--- config.mk ---
export PLATFORM = sky130hd
export DESIGN_NAME = mac_accum_flat
export DESIGN_NICKNAME = d
export VERILOG_FILES = /design/src/rtl/mac_pkg.sv /design/src/rtl/mac_accum_if.sv /design/src/rtl/mac_sat_add.sv /design/src/rtl/mac_accum.sv /design/src/flat_wrapper.sv
export SDC_FILE = /design/constraint.sdc
export NUM_CORES = 1
export LEC_CHECK = 0
export CORE_MARGIN = 10
export CORE_UTILIZATION = 45
export DETAILED_ROUTE_END_ITERATION = 6
export PLACE_DENSITY = 0.77
export SETUP_SLACK_MARGIN = 0.3
export SLEW_MARGIN = 20
export SYNTH_ARGS = -nofsm -noshare
export SYNTH_HDL_FRONTEND = slang
export SYNTH_SLANG_ARGS = --single-unit
export TNS_END_PERCENT = 10
--- constraint.sdc ---
create_clock -name clk -period 5.3 [get_ports clk]
set_clock_uncertainty 0.2 [all_clocks]
set_input_delay 0.53 -clock clk [delete_from_list [all_inputs] [get_ports clk]]
set_output_delay 0.53 -clock clk [all_outputs]
set_load 0.1 [all_outputs]
--- src/rtl/mac_pkg.sv ---
// Shared types and default widths for the mac_accum accumulate stage.
package mac_pkg;

  typedef enum logic {ACCUM, HOLD} mac_state_t;

  localparam int PW_DEF    = 16;
  localparam int AW_DEF    = 24;
  localparam int CNT_W_DEF = 10;

endpackage

--- src/rtl/mac_accum_if.sv ---
// Product-in / result-out handshake bundle for mac_accum.
// master: product source and result consumer; slave: the accumulate stage.
interface mac_accum_if
  import mac_pkg::*;
#(
  parameter int PW    = PW_DEF,
  parameter int AW    = AW_DEF,
  parameter int CNT_W = CNT_W_DEF
) ();

  logic             in_valid;
  logic             in_ready;
  logic [PW-1:0]    prod;
  logic             in_last;
  logic             out_valid;
  logic             out_ready;
  logic [AW-1:0]    result;
  logic [CNT_W-1:0] count;
  logic             ovf;

  modport master (
    output in_valid, prod, in_last, out_ready,
    input  in_ready, out_valid, result, count, ovf
  );

  modport slave (
    input  in_valid, prod, in_last, out_ready,
    output in_ready, out_valid, result, count, ovf
  );

endinterface

--- src/rtl/mac_sat_add.sv ---
// AW-bit accumulator plus zero-extended product, with carry out of bit AW-1.
// Build option MAC_ACCUM_SAT_EN: clamp the sum to all-ones when it carries out;
// otherwise the sum wraps modulo 2^AW.
module mac_sat_add
  import mac_pkg::*;
#(
  parameter int PW = PW_DEF,
  parameter int AW = AW_DEF
) (
  input  logic [AW-1:0] acc,
  input  logic [PW-1:0] prod,
  output logic [AW-1:0] sum,
  output logic          carry
);

  logic [AW:0] full;

  assign full  = {1'b0, acc} + {{(AW + 1 - PW){1'b0}}, prod};
  assign carry = full[AW];

`ifdef MAC_ACCUM_SAT_EN
  // Once clamped, any further non-zero term carries again, so the sum sticks at max.
  assign sum = carry ? {AW{1'b1}} : full[AW-1:0];
`else
  assign sum = full[AW-1:0];
`endif

endmodule

--- src/rtl/mac_accum.sv ---
// Accumulate stage behind the 8x8 multiplier: sums a LAST-delimited vector of
// products and emits one result/count/overflow record per vector.
// Saturating accumulation is selected by MAC_ACCUM_SAT_EN (see mac_sat_add).
//
// state | meaning
// ------+-------------------------------------------------------------
// ACCUM | no result pending; products add into acc
// HOLD  | result/count/ovf valid and held until out_ready; non-LAST
//       | products of the next vector keep accumulating meanwhile
module mac_accum
  import mac_pkg::*;
#(
  parameter int PW    = PW_DEF,
  parameter int AW    = AW_DEF,
  parameter int CNT_W = CNT_W_DEF
) (
  input  logic         clk,
  input  logic         rst_n,
  mac_accum_if.slave   bus
);

  logic             s1_v;
  logic             s1_last;
  logic [PW-1:0]    s1_prod;

  mac_state_t       state;
  logic [AW-1:0]    acc;
  logic [CNT_W-1:0] cnt;
  logic             ovf_acc;

  logic             out_valid_q;
  logic [AW-1:0]    result_q;
  logic [CNT_W-1:0] count_q;
  logic             ovf_q;

  logic             s2_take;
  logic             in_ready;
  logic [AW-1:0]    sum;
  logic             carry;

  // A LAST term may only retire when the result register is free or being drained.
  assign s2_take  = s1_v && !(s1_last && out_valid_q && !bus.out_ready);
  assign in_ready = !s1_v || s2_take;

  assign bus.in_ready  = in_ready;
  assign bus.out_valid = out_valid_q;
  assign bus.result    = result_q;
  assign bus.count     = count_q;
  assign bus.ovf       = ovf_q;

  mac_sat_add #(
    .PW (PW),
    .AW (AW)
  ) u_add (
    .acc   (acc),
    .prod  (s1_prod),
    .sum   (sum),
    .carry (carry)
  );

  // Stage 1 skid register; prod is only captured on a handshake so idle X never enters.
  always_ff @(posedge clk or negedge rst_n) begin
    if (!rst_n) begin
      s1_v    <= 1'b0;
      s1_last <= 1'b0;
      s1_prod <= '0;
    end else if (in_ready) begin
      s1_v <= bus.in_valid;
      if (bus.in_valid) begin
        s1_prod <= bus.prod;
        s1_last <= bus.in_last;
      end
    end
  end

  // Stage 2 FSM: accumulate, retire a vector into the output registers, hold until taken.
  always_ff @(posedge clk or negedge rst_n) begin
    if (!rst_n) begin
      state       <= ACCUM;
      acc         <= '0;
      cnt         <= '0;
      ovf_acc     <= 1'b0;
      out_valid_q <= 1'b0;
      result_q    <= '0;
      count_q     <= '0;
      ovf_q       <= 1'b0;
    end else if (s2_take && s1_last) begin
      // Retiring a LAST also covers the HOLD-with-handshake case: new result replaces old.
      result_q    <= sum;
      count_q     <= cnt + CNT_W'(1);
      ovf_q       <= ovf_acc | carry;
      out_valid_q <= 1'b1;
      acc         <= '0;
      cnt         <= '0;
      ovf_acc     <= 1'b0;
      state       <= HOLD;
    end else begin
      if (s2_take) begin
        acc     <= sum;
        cnt     <= cnt + CNT_W'(1);
        ovf_acc <= ovf_acc | carry;
      end
      case (state)
        ACCUM: ;
        HOLD: begin
          if (bus.out_ready) begin
            out_valid_q <= 1'b0;
            state       <= ACCUM;
          end
        end
        default: state <= ACCUM;
      endcase
    end
  end

endmodule
--- src/flat_wrapper.sv ---
// flat-port wrapper written by rule: the top's interface ports become plain ports
module mac_accum_flat import mac_pkg::*;
#(
  parameter int PW    = PW_DEF,
  parameter int AW    = AW_DEF,
  parameter int CNT_W = CNT_W_DEF
)
  (clk, rst_n, bus_in_valid, bus_prod, bus_in_last, bus_out_ready, bus_in_ready, bus_out_valid, bus_result, bus_count, bus_ovf);
  mac_accum_if #(.PW(PW), .AW(AW), .CNT_W(CNT_W)) bus_i ();
  input  logic clk;
  input  logic rst_n;
  input wire logic [$bits(bus_i.in_valid)-1:0] bus_in_valid;
  input wire logic [$bits(bus_i.prod)-1:0] bus_prod;
  input wire logic [$bits(bus_i.in_last)-1:0] bus_in_last;
  input wire logic [$bits(bus_i.out_ready)-1:0] bus_out_ready;
  output wire logic [$bits(bus_i.in_ready)-1:0] bus_in_ready;
  output wire logic [$bits(bus_i.out_valid)-1:0] bus_out_valid;
  output wire logic [$bits(bus_i.result)-1:0] bus_result;
  output wire logic [$bits(bus_i.count)-1:0] bus_count;
  output wire logic [$bits(bus_i.ovf)-1:0] bus_ovf;
  assign bus_i.in_valid = bus_in_valid;
  assign bus_i.prod = bus_prod;
  assign bus_i.in_last = bus_in_last;
  assign bus_i.out_ready = bus_out_ready;
  assign bus_in_ready = bus_i.in_ready;
  assign bus_out_valid = bus_i.out_valid;
  assign bus_result = bus_i.result;
  assign bus_count = bus_i.count;
  assign bus_ovf = bus_i.ovf;
  mac_accum #(.PW(PW), .AW(AW), .CNT_W(CNT_W)) u_core (.clk(clk), .rst_n(rst_n), .bus(bus_i));
endmodule
## Yosys cells after proc, flatten, opt, wreduce, memory -nomap -nowiden

Cells that the tools add are included.

| word-level totals | value |
|---|---|
| register bits | 90 |
| bits of input ports | 21 |
| output and inout port bits | 37 |
| word-level logic and storage cells | 39 |

| operators by class | value |
|---|---|
| add/subtract/negate cells | 2 |
| mux-type cells | 12 |
| bitwise logic cells | 1 |
| reduce and logical (&&, ||, !) cells | 13 |

Operators by type and width:

| kind | count |
|---|---|
| $mux W24 | 2 |
| $add A24 B16 Y25 | 1 |
| $mux W10 | 2 |
| $add A10 B1 Y10 const B | 1 |
| $mux W1 | 8 |
| $reduce_bool A2 Y1 | 3 |
| $logic_and A1 B1 Y1 | 4 |
| $reduce_and A2 Y1 | 2 |
| $logic_not A1 Y1 | 3 |
| $logic_or A1 B1 Y1 | 1 |
| $or A1 B1 Y1 | 1 |

## Longest topological paths before layout

Gate-level depths: netlist of run 1.

| depth | value |
|---|---|
| depth in word-level cells | 7 |
| gate-level depth with buffers | 9 |
| depth with buffers taken out | 9 |

## Cells and area by module

A second synthesis of run 1 with hierarchy kept.

| unflattened totals | value |
|---|---|
| cell total of the unflattened synthesis | 400 |
| area, all modules | 4678.2 µm² |

Modules (own cells, without submodules):

| module | instances | cells each | area each (µm²) | seq. area each (µm²) |
|---|---|---|---|---|
| mac_accum | 1 | 269 | 3702.3 | 2252.2 |
| mac_sat_add | 1 | 131 | 975.9 | 0.0 |

## Worst setup path after synthesis of run 1

No wires, ideal clock.

| path | value |
|---|---|
| path type | register to register |
| start point | register u_core.out_valid_q (netlist: u_core.bus.out_valid) |
| end point | register u_core.s1_prod[10] |
| library setup time | 0.125 ns |
| arrival | 3.546 ns |
| setup slack | 1.429 ns |
| stages on the path, launching flop included | 5 |
| path buffers | 1 |
| clock period less this slack | 3.871 ns |
| path through | dfrtp_1 nand4b_1 nand2_1 clkbuf_1 mux2_2 |

| on the way | value |
|---|---|
| word-level cells in the longest chain between the ends | 6 |

RTL lines:

| what | line | RTL |
|---|---|---|
| start: declaration | mac_accum.sv:31 | `logic out_valid_q;` |
| start signal: assignment | mac_accum.sv:83 | `out_valid_q <= 1'b0;` |
| start signal: assignment | mac_accum.sv:92 | `out_valid_q <= 1'b1;` |
| start signal: assignment | mac_accum.sv:107 | `out_valid_q <= 1'b0;` |
| $logic_and A1 B1 Y1 (2 in series) | mac_accum.sv:42 | `assign s2_take = s1_v && !(s1_last && out_valid_q && !bus.out_ready);` |
| $logic_not A1 Y1 | mac_accum.sv:42 |  |
| $logic_and A1 B1 Y1 | mac_accum.sv:42 |  |
| $logic_or A1 B1 Y1 | mac_accum.sv:43 | `assign in_ready = !s1_v \|\| s2_take;` |
| via bus_in_ready | flat_wrapper.sv:16 | `output wire logic [$bits(bus_i.in_ready)-1:0] bus_in_ready;` |
| $reduce_and A2 Y1 (no line) | - |  |
| end signal: assignment | mac_accum.sv:70 | `s1_prod <= bus.prod;` |
| end: declaration | mac_accum.sv:24 | `logic [PW-1:0] s1_prod;` |

The timed path passes the listed nets, and every way through them passes these cells.
A chain may end at the register's enable or synchronous reset.

## Worst setup path in the final report of run 1

| path | value |
|---|---|
| start point | register u_core.acc[0] |
| end point | register u_core.ovf_q (netlist: u_core.bus.ovf) |

| on the way | value |
|---|---|
| word-level cells in the longest chain between the ends | 2 |

RTL lines:

| what | line | RTL |
|---|---|---|
| start: declaration | mac_accum.sv:27 | `logic [AW-1:0] acc;` |
| start signal: assignment | mac_accum.sv:99 | `acc <= sum;` |
| $add A24 B16 Y25 | mac_sat_add.sv:18 | `assign full = {1'b0, acc} + {{(AW + 1 - PW){1'b0}}, prod};` |
| $or A1 B1 Y1 | mac_accum.sv:91 | `ovf_q <= ovf_acc \| carry;` |
| end signal: assignment | mac_accum.sv:91 |  |
| end: declaration | mac_accum.sv:34 | `logic ovf_q;` |

Every way passes these cells.

==> impl_results.rst, run 1 <==
.. list-table::
   :header-rows: 1

   * - Metric
     - Value
   * - Mean number of vias per cell
     - about 5.4
   * - Last weighted congestion value of the routability-driven placer
     - 0.882
   * - Upper clock frequency limit
     - 308 MHz
   * - DPL Wire Length
     - 7410 um
   * - Final min period
     - 3.25 ns
   * - Endpoint of the worst register-to-register path
     - u_core.bus.ovf
   * - Max-slew violations
     - 0
   * - Clock tree from TritonCTS
     - done
   * - Number of H-tree branching levels
     - 3
   * - Number of max-cap violations
     - 0
   * - Power Total
     - around 3.2 mW
   * - Remaining routing DRC violations
     - 0
   * - Worst setup path startpoint
     - u_core.acc[0]
   * - Insertion delay of the later-clocked pin in the worst-skew pair
     - 0.36 ns
   * - Clock slew at reported path FFs
     - 0.09 ns
   * - First-pass GRT wire length
     - 17,700 um
   * - Number of nets in the synthesized netlist
     - 500
   * - DRT iter0 DRCs
     - 333
   * - All-layer global routing usage
     - 14.6%
   * - Actual slew at the worst max-slew pin
     - 0.990 ns
   * - Area of the core
     - roughly 9800 sq um
   * - Asr flop ratio synth
     - 100%
   * - Largest fanout on the critical path
     - 5
   * - Final net count
     - 552
   * - Share of the synthesized area in the top cell type
     - 49.6%
   * - Leading post-synthesis cells by cell area
     - sky130_fd_sc_hd__dfrtp_1 (50%), sky130_fd_sc_hd__o21ai_0 (7.5%), sky130_fd_sc_hd__nand2_1 (6.9%)
   * - Count of nets left with antenna violations after detail routing
     - 0
   * - Placed inst area
     - ~5200 sq um
   * - Die X-Extent
     - roughly 120 um
   * - Worst IR drop on VDD
     - 0.327 mV
   * - Netlist area before placement
     - 4540 sq um
   * - Post-route cell area
     - 5460 sq um
   * - Vias in the first global route
     - 3,630
   * - Maximum number of pins on one net before global-route repair
     - 74
   * - Post-route core utilization
     - 55.6%
   * - Number of placed I/O pins
     - 58
   * - Distinct cells, synth
     - 49
   * - Number of synthesized flops with an enable pin
     - 0
   * - Standard-cell rows
     - 36
   * - Number of gates resized after CTS
     - 0
   * - Fraction of layout instances using a drive strength above 1
     - 9.85%
   * - Die footprint
     - 14,500 sq um
   * - Total power per unit cell area
     - 580 nW/um^2
   * - Worst slew slack as a fraction of its limit
     - 33.8%
   * - Count of TritonRoute iterations in the first routing pass
     - 5
   * - Remaining global-route overflow
     - 0
   * - End of the critical path
     - u_core.bus.ovf
   * - Antenna Diode Count
     - 0
   * - Library cell appearing most often on the critical path
     - sky130_fd_sc_hd__o21ai_0
   * - Share of synthesized area spent on multiplexers
     - 5.70%
   * - Vertical die dimension
     - 120 um
   * - Xor and xnor fraction of the mapped netlist area
     - 5.40%
   * - Data required time of the critical path
     - 5.33 ns
   * - # port buffers
     - 57
   * - Setup_tns
     - 0 ns
   * - Starting density of the core
     - roughly 46%
   * - Worst path slowest cell
     - sky130_fd_sc_hd__fa_1
   * - Clock Sinks
     - 90
   * - Class of the tightest hold or removal check
     - reg2reg
   * - Compound-gate portion of the synthesized area
     - 16.9%
   * - Hold path startpoint
     - u_core.bus.result[19]
   * - Antenna violations before repair
     - 0
   * - Post-synthesis sequential element count
     - 90
   * - Main combinational cell family by area after synthesis
     - compound AO/OA/AOI/OAI gates
   * - Status
     - complete, no violations
   * - WP data arrival
     - 3.28 ns
   * - Static Leakage
     - 2.37 nW
   * - Clock root buffer
     - sky130_fd_sc_hd__clkbuf_8
   * - # setup viols final
     - 0
   * - Cts bufs inserted
     - 9
   * - Average instance area after synthesis
     - ~10 sq um
   * - Classification of the worst setup path
     - reg2reg
   * - Area growth syn-to-layout
     - 20.1%
   * - Delay of the slowest cell on the worst path
     - about 0.4 ns
   * - Post-synthesis sequential area ratio
     - 49.6%
   * - Most instantiated flip-flop cell in the synthesis netlist
     - sky130_fd_sc_hd__dfrtp_1
   * - Bufs on Longest Clock Path
     - 2
   * - RSZ-0062 raised after global routing
     - false
   * - Final Routed Wirelength
     - 10,100 um
   * - Most numerous cell types in the synthesized netlist
     - sky130_fd_sc_hd__dfrtp_1 (90), sky130_fd_sc_hd__nand2_1 (84), sky130_fd_sc_hd__o21ai_0 (68), sky130_fd_sc_hd__mux2_2 (23), sky130_fd_sc_hd__xnor2_1 (20)
   * - Cell depth of the worst flop-to-flop path
     - 9
   * - Routed via count
     - 3,496
   * - Count of endpoints failing hold in the final timing report
     - 0
   * - Area fraction in and, or, nand and nor cells after synthesis
     - 14.5%
   * - Cells traversed along the worst timing path
     - ha_1 > fa_1 > a21o_1 > a221oi_2 > o21ai_0 > o311a_1 > o21ai_1 > o21ba_2 > o21ai_0
   * - Crit. End Element
     - flip-flop
   * - Register-to-register setup slack
     - slightly above 2 ns
   * - Adder-Cell Fraction of Synth Area
     - 5.12%
   * - Startpoint type of the worst setup path
     - flip-flop
   * - Per-cell routed wire length
     - 15.6 um
   * - Period utilisation layout
     - between 60% and 70%
   * - Post CTS Setup Buffer Count
     - 0
   * - YS warnings
     - 0
   * - Dominant cell by count in the synthesized netlist
     - sky130_fd_sc_hd__dfrtp_1
   * - Crit Reg-Reg Startpoint
     - u_core.acc[0]
   * - Cell accounting for the most synthesized area
     - sky130_fd_sc_hd__dfrtp_1
   * - Gate Count Post-Synth
     - 461
[repair_timing]
action	4_1_cts	5_1_grt
hold endpoints to repair	17	0
endpoints found under the setup margin	0	0
hold buffers	1	0
[how the worst min path moves through the flow]
stage                                  endpoint  slack (ns)  depth (start not counted)
final                     u_core.bus.result[19]        0.28                          2
after global routing      u_core.bus.result[17]        0.33                          2
after CTS                 u_core.bus.result[19]        0.29                          2
after detailed placement         u_core.bus.ovf        0.20                          1
after global placement           u_core.bus.ovf        0.20                          1
after floorplan                   u_core.acc[0]        0.03                          0
[stage by stage]
step / hold WS [ns] / std cells / setup WS, ns
detailed placement: 0.203 / 634 / 1.64
floorplan: 0.0344 / 461 / 1.43
CTS: 0.291 / 651 / 1.99
finish: 0.283 / 651 / 2.05
global placement: 0.203 / 634 / 1.75
global route: 0.325 / 651 / 1.87
[metal layers]
| layer | up-vias | share of wire [%] | track usage [%] | wire length (um) |
|---|---|---|---|---|
| li1 | 1720 | - | - | - |
| met2 | 96 | 48 | 24.2 | 4900 |
| met4 | 0 | 1.8 | 4.75 | 181 |
| met3 | 13 | 6.8 | 4.37 | 688 |
| met1 | 1667 | 43 | 17.7 | 4370 |
| met5 | - | 0 | 0 | 0 |
[state kept, by name (all words and copies together) (netlist names)]
| name | count |
|---|---|
| u_core.s1_prod | 16 |
| u_core.s1_last | 1 |
| u_core.bus.out_valid | 1 |
| u_core.bus.result | 24 |
| u_core.cnt | 10 |
| u_core.acc | 24 |
| u_core.state | 1 |
| u_core.s1_v | 1 |
| u_core.ovf_acc | 1 |
| u_core.bus.ovf | 1 |
| u_core.bus.count | 10 |
[cells by family after synthesis]
| logic type | after synthesis |
|---|---|
| simple gates | 144 |
| compound gates | 126 |
| flops | 90 |
| buf+inv | 32 |
| xor+xnor | 28 |
| mux | 23 |
| fa+ha+maj | 18 |
[placed cells by master, fill, tap and decap left out, types with 4 or more instances in the layout]
master                            netlist  routed
sky130_fd_sc_hd__dfrtp_1               90      90
sky130_fd_sc_hd__xor2_1                 8       8
sky130_fd_sc_hd__a31oi_1                6       6
sky130_fd_sc_hd__clkbuf_8               0       9
sky130_fd_sc_hd__nand3_1                9       9
sky130_fd_sc_hd__nor2_1                16      16
sky130_fd_sc_hd__or3_1                  4       4
sky130_fd_sc_hd__o21ai_0               68      68
sky130_fd_sc_hd__a21oi_1               17      17
sky130_fd_sc_hd__buf_4                  0       4
sky130_fd_sc_hd__a22o_1                 8       8
sky130_fd_sc_hd__ha_1                  17      17
sky130_fd_sc_hd__nand2_1               84      83
sky130_fd_sc_hd__mux2_2                23      23
sky130_fd_sc_hd__xnor2_1               20      20
sky130_fd_sc_hd__o31ai_1                5       5
sky130_fd_sc_hd__and3_1                10      10
sky130_fd_sc_hd__clkdlybuf4s50_1        0      56
sky130_fd_sc_hd__inv_1                 11      11
[cell type report]
cell class | instances | area [sq um]
inverter | 12 | 45.0
clock buffer | 9 | 124
tap | 133 | 166
clock inverter | 7 | 98.8
timing repair buffer | 61 | 601
fill | 900 | 4360
sequential | 90 | 2250
multi-input combinational | 339 | 2170
[worst max-delay path: cells and delay by family, from the launching register on]
family	cells	cell delay (ns)
AO/OA/AOI/OAI	7	1.88
adder cells (fa/ha/maj)	2	0.63
flip-flops	1	0.39
[power breakdown]
group          switching, mW  internal, mW
logic                   1.16         0.496
registers              0.129         0.856
clock network          0.252         0.269
No activity file was read; power rests on OpenSTA's default activity.
==> run 2, diff against run 1 <==
Settings changed: PLACE_DENSITY 0.77 to 0.8.
Clock period 5.3 ns to 2.8 ns, I/O delays scaled along.
==> run 2 against run 1 <==
Against the previous run:
- register-to-register slack got worse by 2.0 ns
- combinational power increased by 110%
- via count increased by 2.9%
- clock-buffer cell count unchanged
- global-route usage about the same
- wire length increased by 3.1%
- non-clock buffer count increased by 23
- largest cell class is now multi-input combinational cells
- highest routed layer unchanged
==> impl_results.rst, run 2 (same netlist as run 1, synthesis figures left out) <==
.. list-table::
   :header-rows: 1

   * - Metric
     - Value
   * - Status
     - complete, no violations
   * - Die X-Extent
     - 120 um (unchanged)
   * - Worst path slowest cell
     - sky130_fd_sc_hd__or4b_4
   * - Number of H-tree branching levels
     - 3 (unchanged)
   * - Clock slew at reported path FFs
     - 0.09 ns (about the same)
   * - Starting density of the core
     - 46.3% (unchanged)
   * - Startpoint type of the worst setup path
     - flip-flop
   * - All-layer global routing usage
     - 14.6% (+0.041 points)
   * - Count of endpoints failing hold in the final timing report
     - 0 (unchanged)
   * - Remaining global-route overflow
     - 0 (unchanged)
   * - Static Leakage
     - 2.58 nW (+8.9%)
   * - Routed via count
     - 3,596 (+2.9%)
   * - Post-route cell area
     - 5720 sq um (+4.9%)
   * - Fraction of layout instances using a drive strength above 1
     - 23.8% (+14 points)
   * - Classification of the worst setup path
     - reg2reg
   * - Crit. End Element
     - flip-flop
   * - Data required time of the critical path
     - 2.89 ns (-2.44 ns)
   * - Commonest non-fill, non-tap cell in the layout
     - sky130_fd_sc_hd__dfrtp_1
   * - Count of TritonRoute iterations in the first routing pass
     - 5 (unchanged)
   * - Per-cell routed wire length
     - 15.5 um (-0.45%)
   * - Number of placed I/O pins
     - 58 (unchanged)
   * - Class of the tightest hold or removal check
     - reg2reg
   * - Cts bufs inserted
     - 9 (unchanged)
   * - Period utilisation layout
     - 99.3% (+38 points)
   * - Setup_tns
     - 0 ns (unchanged)
   * - Remaining routing DRC violations
     - 0 (unchanged)
   * - Area growth syn-to-layout
     - 26.0%
   * - First-pass GRT wire length
     - 17,500 um (-0.67%)
   * - Placed inst area
     - 5300 sq um (+1.5%)
   * - Delay of the slowest cell on the worst path
     - 0.50 ns (+0.10 ns)
   * - RSZ-0062 raised after global routing
     - true
   * - Antenna violations before repair
     - 0 (unchanged)
   * - Max-slew violations
     - 0 (unchanged)
   * - Last weighted congestion value of the routability-driven placer
     - 0.886 (+0.51%)
   * - Antenna Diode Count
     - 0 (unchanged)
   * - DPL Wire Length
     - 7590 um (+2.4%)
   * - Number of max-cap violations
     - 0 (unchanged)
   * - Count of nets left with antenna violations after detail routing
     - 0 (unchanged)
   * - Maximum number of pins on one net before global-route repair
     - 56 (-24%)
   * - Area of the core
     - 9820 sq um (unchanged)
   * - DRT iter0 DRCs
     - 234 (-30%)
   * - Die footprint
     - 14,500 sq um (unchanged)
   * - Clock Sinks
     - 90 (unchanged)
   * - Final instance count without filler cells
     - 674 (+3.5%)
   * - Standard-cell rows
     - 36 (unchanged)
   * - Upper clock frequency limit
     - 360 MHz (+17%)
   * - Final net count
     - 575 (+4.2%)
   * - Worst IR drop on VDD
     - 0.816 mV (+150%)
   * - # setup viols final
     - 0 (unchanged)
   * - Final min period
     - 2.78 ns (-0.472 ns)
   * - Power Total
     - 6.42 mW (+100%)
   * - Largest fanout on the critical path
     - 3 (-2)
   * - Cells traversed along the worst timing path
     - ha_1 > and3_4 > a221oi_2 > buf_4 > or4b_4 > a311oi_4 > nand4_2 > or3_1 > o21ai_1
   * - Mean number of vias per cell
     - 5.34 (-0.65%)
   * - Final Routed Wirelength
     - 10,500 um (+3.1%)
   * - # port buffers
     - 57 (unchanged)
   * - Clock root buffer
     - sky130_fd_sc_hd__clkbuf_8
   * - Bufs on Longest Clock Path
     - 2 (unchanged)
   * - Vertical die dimension
     - 120 um (unchanged)
   * - Placed cell count
     - 654 (+3.2%)
   * - Total power per unit cell area
     - 1120 nW/um^2 (+93%)
   * - Clock tree from TritonCTS
     - done
   * - Actual slew at the worst max-slew pin
     - 0.709 ns (-0.281 ns)
   * - Post-route core utilization
     - 58.3% (+2.7 points)
   * - Vias in the first global route
     - 3,648 (+0.50%)
   * - WP data arrival
     - 2.87 ns (-0.41 ns)
   * - Insertion delay of the later-clocked pin in the worst-skew pair
     - 0.37 ns (about the same)
   * - Leading cell types in the layout, fill and taps excluded
     - sky130_fd_sc_hd__dfrtp_1 (89), sky130_fd_sc_hd__nand2_1 (83), sky130_fd_sc_hd__buf_4 (60)
   * - Worst slew slack as a fraction of its limit
     - 52.8% (+19 points)
-- run 2: cell types whose count changed in the layout (fill, tap and decap cells not counted), sizes merged --
| cell | before | now |
|---|---|---|
| buf | 4 | 64 |
| clkdlybuf4s50 | 56 | 19 |
-- run 2: layer usage --
layer / vias to the layer above / share of wire, % / GRT usage, %
li1: 1772 / - / -
met1: 1747 / 45 / 18.2
met2: 66 / 49 / 24.2
met3: 11 / 5.3 / 3.40
met4: 0 / 1.5 / 5.35
met5: - / 0 / 0
-- run 2: worst paths after layout --
check / start / end / slack (ns) / depth (start not counted)
worst max register to register: u_core.acc[3] / u_core.acc[22] / 0.02 / 9
worst max-delay path: u_core.acc[3] / u_core.acc[22] / 0.02 / 9
max in group asynchronous: rst_n / u_core.bus.result[5] / 1.47 / 3
worst min register to register: u_core.bus.result[11] / u_core.bus.result[11] / 0.28 / 2
min in group asynchronous: rst_n / u_core.cnt[4] / 0.31 / 2
worst min-delay path: u_core.bus.result[11] / u_core.bus.result[11] / 0.28 / 2
-- run 2: timing repair --
item                                   CTS  global route
endpoints found under the hold margin   54             0
resized for setup                       10            31
pin swaps                               11            24
setup buffers                            0             3
hold buffers                             1             0
setup endpoints to repair               27            33
-- run 2: final cells by class --
class / count / area, sq um
clock buffers: 9 / 124
inverters: 12 / 45.0
flip-flops and latches: 90 / 2260
clock inverters: 7 / 101
repair buffers: 84 / 704
well taps: 133 / 166
multi-input cells: 339 / 2330
fillers: 840 / 4100
-- run 2: power breakdown --
| group | switching, mW | leakage, nW | internal [mW] | total, mW |
|---|---|---|---|---|
| sequential | 0.233 | 1.15 | 1.62 | 1.86 |
| combinational | 2.38 | 1.32 | 1.19 | 3.56 |
| clock | 0.484 | 0.112 | 0.512 | 0.996 |
-- run 2: stage by stage --
| step | hold slack [ns] | setup WS (ns) |
|---|---|---|
| 5_1_grt | 0.321 | -0.0639 |
| 2_1_floorplan | -0.216 | -0.261 |
| 3_3_place_gp | 0.170 | -0.00442 |
| 6_report | 0.278 | 0.0210 |
| 4_1_cts | 0.287 | -0.0169 |
| 3_5_place_dp | 0.177 | -0.0431 |
-- run 2: worst max-delay path, delay by kind of cell (launching register included) --
family | cells | cell delay, ns
simple gates | 4 | 1.17
compound gates | 3 | 0.47
flops | 1 | 0.40
fa+ha+maj | 1 | 0.31
buf+inv | 1 | 0.15
